==> src/rtl/spoc_bdi_blocker.sv <==
`default_nettype none
// ============================================================================
// Module  : spoc_bdi_blocker
// Brief   : Packs 32-bit bdi words into byte-masked 64-bit blocks tagged with
//           size/type/last/eoi/partial flags on a valid/ready interface.
// Revision: 1.0
// ============================================================================
module spoc_bdi_blocker #(
  parameter int PW = 32,
  parameter int BW = 64,
  parameter int TW = 4
) (
  input  logic          clk,
  input  logic          rst,
  input  logic [PW-1:0] bdi,
  input  logic          bdi_valid,
  output logic          bdi_ready,
  input  logic [2:0]    bdi_size,
  input  logic          bdi_eot,
  input  logic          bdi_eoi,
  input  logic [TW-1:0] bdi_type,
  output logic [BW-1:0] blk_data,
  output logic [3:0]    blk_size,
  output logic [TW-1:0] blk_type,
  output logic          blk_last,
  output logic          blk_eoi,
  output logic          blk_partial,
  output logic          blk_valid,
  input  logic          blk_ready,
  output logic          proto_err
);

  typedef enum logic [1:0] {
    FILL_HI = 2'd0,
    FILL_LO = 2'd1,
    HOLD    = 2'd2
  } state_t;

  state_t        r_state, w_state_nxt;
  logic          r_live;
  logic [BW-1:0] r_data, w_data_nxt;
  logic [3:0]    r_size, w_size_nxt;
  logic [TW-1:0] r_type, w_type_nxt;
  logic          r_last, w_last_nxt;
  logic          r_eoi, w_eoi_nxt;
  logic          r_partial, w_partial_nxt;
  logic          r_err, w_err_nxt;

  logic [2:0]    w_sz;
  logic [3:0]    w_sum;
  logic [PW-1:0] w_mask;
  logic          w_ready;
  logic          w_accept;
  logic          w_bad_size;

  // Oversized words count as full words; bytes beyond the count are zeroed.
  assign w_sz       = (bdi_size > 3'd4) ? 3'd4 : bdi_size;
  assign w_sum      = r_size + {1'b0, w_sz};
  assign w_bad_size = (bdi_size > 3'd4) || ((w_sz < 3'd4) && !bdi_eot);
  assign w_ready    = r_live && (r_state != HOLD);
  assign w_accept   = bdi_valid && w_ready;

  always_comb begin
    w_mask = '0;
    for (int i = 0; i < PW / 8; i++) begin
      if (i < int'(w_sz)) w_mask[PW-1-8*i -: 8] = bdi[PW-1-8*i -: 8];
    end
  end

  always_comb begin
    w_state_nxt   = r_state;
    w_data_nxt    = r_data;
    w_size_nxt    = r_size;
    w_type_nxt    = r_type;
    w_last_nxt    = r_last;
    w_eoi_nxt     = r_eoi;
    w_partial_nxt = r_partial;
    w_err_nxt     = r_err;
    case (r_state)
      FILL_HI: begin
        if (w_accept) begin
          w_data_nxt    = {w_mask, {(BW-PW){1'b0}}};
          w_size_nxt    = {1'b0, w_sz};
          w_type_nxt    = bdi_type;
          w_last_nxt    = 1'b0;
          w_eoi_nxt     = 1'b0;
          w_partial_nxt = 1'b0;
          if (w_bad_size) w_err_nxt = 1'b1;
          if (bdi_eot || (w_sz < 3'd4)) begin
            w_last_nxt    = bdi_eot;
            w_eoi_nxt     = bdi_eoi;
            w_partial_nxt = ({1'b0, w_sz} < 4'd8);
            w_state_nxt   = HOLD;
          end else begin
            w_state_nxt   = FILL_LO;
          end
        end
      end
      FILL_LO: begin
        if (w_accept) begin
          w_data_nxt    = {r_data[BW-1:BW-PW], w_mask};
          w_size_nxt    = w_sum;
          w_last_nxt    = bdi_eot;
          w_eoi_nxt     = bdi_eoi;
          w_partial_nxt = (w_sum < 4'd8);
          if (w_bad_size || (bdi_type != r_type)) w_err_nxt = 1'b1;
          w_state_nxt   = HOLD;
        end
      end
      HOLD: begin
        if (blk_ready) w_state_nxt = FILL_HI;
      end
      default: w_state_nxt = FILL_HI;
    endcase
  end

  always_ff @(posedge clk or negedge rst) begin
    if (!rst) begin
      r_state   <= FILL_HI;
      r_live    <= 1'b0;
      r_data    <= '0;
      r_size    <= '0;
      r_type    <= '0;
      r_last    <= 1'b0;
      r_eoi     <= 1'b0;
      r_partial <= 1'b0;
      r_err     <= 1'b0;
    end else begin
      r_state   <= w_state_nxt;
      r_live    <= 1'b1;
      r_data    <= w_data_nxt;
      r_size    <= w_size_nxt;
      r_type    <= w_type_nxt;
      r_last    <= w_last_nxt;
      r_eoi     <= w_eoi_nxt;
      r_partial <= w_partial_nxt;
      r_err     <= w_err_nxt;
    end
  end

  assign bdi_ready   = w_ready;
  assign blk_valid   = (r_state == HOLD);
  assign blk_data    = r_data;
  assign blk_size    = r_size;
  assign blk_type    = r_type;
  assign blk_last    = r_last;
  assign blk_eoi     = r_eoi;
  assign blk_partial = r_partial;
  assign proto_err   = r_err;

endmodule
`default_nettype wire
==> config.mk <==
export PLATFORM = sky130hd
export DESIGN_NAME = spoc_bdi_blocker
export DESIGN_NICKNAME = d
export VERILOG_FILES = /design/src/rtl/spoc_bdi_blocker.sv
export SDC_FILE = /design/constraint.sdc
export NUM_CORES = 1
export LEC_CHECK = 0
export CORE_ASPECT_RATIO = 1.75
export CORE_MARGIN = 2
export CORE_UTILIZATION = 45
export CTS_BUF_LIST = sky130_fd_sc_hd__clkbuf_4
export CTS_CLUSTER_SIZE = 16
export DETAILED_ROUTE_END_ITERATION = 16
export PLACE_DENSITY = 0.84
export SYNTH_ARGS = -nofsm -noshare
export SYNTH_HDL_FRONTEND = slang
export SYNTH_SLANG_ARGS = --single-unit
export TNS_END_PERCENT = 30
==> constraint.sdc <==
create_clock -name clk -period 1.72 [get_ports clk]
set_clock_uncertainty 0.05 [all_clocks]
set_input_delay 0.344 -clock clk [delete_from_list [all_inputs] [get_ports clk]]
set_output_delay 0.344 -clock clk [all_outputs]
set_load 0.05 [all_outputs]
==> results.md <==
Outcome:
- The run finished, with violations left.
- The checks that failed: setup timing.

GRT:
- The global router's overall resource usage is 23.2%.
- The via count of the first global-routing pass was 2789.
- The initial antenna violation count was 1.
- The total grt overflow is 0.
- The maximum number of pins on one net before global-route repair is 39.
- The wire length of the first global-routing pass is 13.3 mm.

Setup path:
- Along the worst path, the maximum fanout reaches 4.
- The count of buffering cells on the critical path with inverters included is 4.
- The type of the worst setup path is reg -> out.
- For this run, the slowest stage of the critical path takes 0.39 ns.
- For this design, the slowest cell found on the critical path is sky130_fd_sc_hd__dfrtp_1.
- The kind of capture point of the worst setup path is an output port.
- For the worst setup path, the data arrival time is 1.34 ns.
- The critical path goes through buf_6 -> inv_6 -> nand2_4 -> inv_4 -> nor2b_4 -> buf_12.
- The startpoint kind of the worst setup timing path is a flop.
- The cell family contributing the most delay on the critical path is flip-flops.
- The required time of the worst setup path is 1.33 ns.

STA:
- The final critical delay including setup and external delays is 1.73 ns.
- The final count of hold timing violations came to 0.
- Setup repair after global routing could not meet its margin everywhere.
- The number of setup violations in the final report is 1.
- The final cycle utilization of the critical path is 101%.
- The highest clock frequency the design can meet is 577 MHz.
- The final worst slack is -0.0120 ns.
- Setup total negative slack on the finished layout was measured at -0.0120 ns.
- The final count of pins violating max slew is 0.

Synthesis:
- In this run, synthesis produced a sequential element count of 79.
- The share of flip-flops with an asynchronous set or reset after synthesis is 100%.
- Of the post-synthesis cell area, the dominant cell type holds 62.2%.
- Sorting the synthesized cells by how often they occur yields sky130_fd_sc_hd__dfrtp_1, sky130_fd_sc_hd__nand2_1, sky130_fd_sc_hd__o21ai_0.
- The number of instances in the synthesized netlist is 289.
- The number of distinct library cells after synthesis is 34.
- The adder-cell area share of the yosys netlist is 1.81%.
- The largest family of logic cells by synthesized area is compound AO/OA/AOI/OAI gates.
- The cell taking the most area after synthesis is sky130_fd_sc_hd__dfrtp_1.
- The average footprint of a synthesized cell is 11.0 um2.
- Among all flip-flop cells after synthesis, the most frequent one is sky130_fd_sc_hd__dfrtp_1.
- The sequential share of the synthesized area is 62.2%.
- The most common cell in the synthesized netlist is sky130_fd_sc_hd__dfrtp_1.
- Yosys attributes the largest share of cell area to sky130_fd_sc_hd__dfrtp_1, sky130_fd_sc_hd__a22o_1, sky130_fd_sc_hd__nand2_1.
- The synthesized netlist occupies a cell area of 0.00318 mm2.
- The warning count from the yosys run is 0.
- The share of cell area taken by muxes after synthesis is 1.85%.
- The simple-gate share of the synthesized area is 13.7%.
- The synthesized netlist devotes 1.65% of its cell area to XOR and XNOR gates.
- The count of flip-flops with a built-in enable after synthesis is 0.
- Summing the areas of all compound-gate instances in the mapped netlist gives 15.4% of the synthesized area.
- The number of nets produced by synthesis is 338.

Floorplan:
- The row count is 40.
- The total area inside the core boundary comes to 0.00686 mm2.
- The die covers 0.00778 mm2.
- The die outline height is 115 um.
- The count of pins on the block boundary is 123.
- The die span in x is 67.5 um.
- For this configuration, the core starts out at a cell density of 46.4%.

Drt:
- The total met2 wirelength after detailed routing is 4.67 mm.
- The iteration count of the initial detailed-routing pass is 4.
- The detailed router finished its first iteration with 146 violations.
- After detailed routing, the number of remaining DRC violations is 0.
- The total number of vias is 2721.
- The detail route stage leaves a number of antenna-violating nets equal to 0.
- The wire length per cell after detailed routing is 16.6 um.
- The number of vias per cell after detailed routing is 5.23.
- The routed design uses 407 um of met3 wire.
- Wires add up to 8.61 mm.
- After detailed routing, the wire length on met1 is 3.20 mm.
- After detailed routing, no signal wire sits above met4.

Clock tree:
- At the later pin of the worst-skew pair, clock insertion delay measures 0.43 ns.
- TritonCTS built the clock tree.
- The clock-pin slew reported for the worst setup and hold paths after clock tree synthesis is 0.12 ns.
- The root buffer cell chosen for the clock tree is sky130_fd_sc_hd__clkbuf_4.
- The clock sink count is 79.
- The count of H-tree levels built during CTS is 3.
- The clock passes through at most 2 buffers.
- Buffers inserted during clock tree synthesis total 9.

Power and ir drop:
- IR analysis of the VDD net gives a maximum drop of 762 uV.
- The analysis attributes to cell leakage a power of 2.36 nW.
- For this design the ratio of total power to cell area is 1130 mW/mm2.

Placement:
- The total of buffers placed on input and output ports is 122.
- The minimum setup slack after placement is -0.455 ns.
- Once detailed placement completed, the half-perimeter wirelength came to 6.35 mm.
- Counting tap cells, the placed design contains a total of 499 instances.
- The weighted congestion at the end of routability-driven global placement is 0.858.

Cells and area:
- The net count of the finished layout is 479.
- Cells with a size suffix above 1 make up 31.5% of the layout.
- Summing all multi-input logic gate instances after layout gives 0.00114 mm2.
- The filler cells instantiated in the layout total 535.
- Summing all flip-flop and latch instances after layout gives 0.00198 mm2.
- The area added between synthesis and finish is 46.0%.
- Leaving out filler cells and counting taps, the final layout contains 520.

Run:
- Max-cap violations in this run came to 0.

Hold path:
- The tightest min-delay check is of the in -> async type.
-- worst paths after layout --
kind	startpoint	endpoint	slack (ns)	cells after the start
setup reg to reg	r_state[0]	blk_data[45]	0.08	4
hold reg to reg	blk_data[1]	blk_data[1]	0.44	2
min in group clk	bdi_size[2]	blk_data[37]	0.34	4
hold / removal	rst	blk_type[2]	0.33	2
setup / recovery	r_state[0]	bdi_ready	-0.01	6
max in group asynchronous	rst	blk_data[18]	0.76	3
-- sequential cells by signal, summed over array words and instances (netlist names) --
signal       cells
blk_data        64
blk_eoi          1
blk_last         1
blk_partial      1
blk_size         4
blk_type         4
proto_err        1
r_live           1
r_state          2
-- area by class of cell --
class	count	area share [%]
diodes	1	0.0539
clock buffers	10	1.62
clock inverters	6	0.593
inverters	5	0.566
multi-input cells	188	24.5
flip-flops and latches	79	42.6
well taps	84	2.26
repair buffers	147	27.8
-- layout by cell type (no fill, tap or decap), types with 2 or more instances in the layout --
cell                               n
sky130_fd_sc_hd__dfrtp_1          79
sky130_fd_sc_hd__nand2_1          70
sky130_fd_sc_hd__mux2_2            3
sky130_fd_sc_hd__nor2_4            4
sky130_fd_sc_hd__xor2_1            4
sky130_fd_sc_hd__buf_12            5
sky130_fd_sc_hd__clkinv_2          4
sky130_fd_sc_hd__o21ai_0          33
sky130_fd_sc_hd__clkdlybuf4s50_1  41
sky130_fd_sc_hd__buf_6             2
sky130_fd_sc_hd__a21oi_1           3
sky130_fd_sc_hd__nor2b_4           2
sky130_fd_sc_hd__dlymetal6s2s_1    2
sky130_fd_sc_hd__ha_1              2
sky130_fd_sc_hd__clkbuf_4         10
sky130_fd_sc_hd__xnor2_1           2
sky130_fd_sc_hd__buf_4            96
sky130_fd_sc_hd__inv_1             3
sky130_fd_sc_hd__clkinv_1          2
sky130_fd_sc_hd__nand3_1           9
sky130_fd_sc_hd__or2_2             2
sky130_fd_sc_hd__nor2_1            4
sky130_fd_sc_hd__a22o_1           31
-- metrics by stage --
stage | utilization, % | instance area, um2 | power [W] | hold WS (ns)
detailed placement | 64.9 | 4450 | 0.00437 | 0.220
floorplan | - | 3180 | 0.00358 | -0.00159
global route | 67.7 | 4640 | 0.00548 | 0.345
global placement | 64.9 | 4450 | 0.00431 | 0.212
CTS | 67.2 | 4610 | 0.00527 | 0.298
finish | 67.7 | 4640 | 0.00525 | 0.333
-- timing repair --
| action | in CTS | in global routing |
|---|---|---|
| pin swaps | 0 | 0 |
| gates resized for setup | 10 | 9 |
| endpoints found under the setup margin | 2 | 21 |
| setup buffers | 3 | 0 |
| endpoints found under the hold margin | 24 | 0 |
| hold buffers | 1 | 0 |
-- cell families (layout without fill, tap and decap cells) --
family,count (synthesis),count (layout)
AND/OR/NAND/NOR,99,99
flip-flops,79,79
AO/OA/AOI/OAI,73,73
buffers and inverters,22,168
XOR/XNOR,6,6
multiplexers,5,5
adder cells (fa/ha/maj),4,4
other,1,2
-- power breakdown --
part,total [W],switching [W],internal (W)
combinational,0.00207,0.00137,0.000700
sequential,0.00229,0.000176,0.00211
clock,0.000892,0.000598,0.000294
total,0.00525,0.00215,0.00311
-- routing by layer --
layer / up-vias / global-route usage (%)
li1: 1278 / -
met1: 1338 / 25.8
met2: 81 / 39.4
met3: 24 / 5.28
met4: 0 / 13.5
met5: - / 0
No activity file was read; power rests on OpenSTA's default activity.
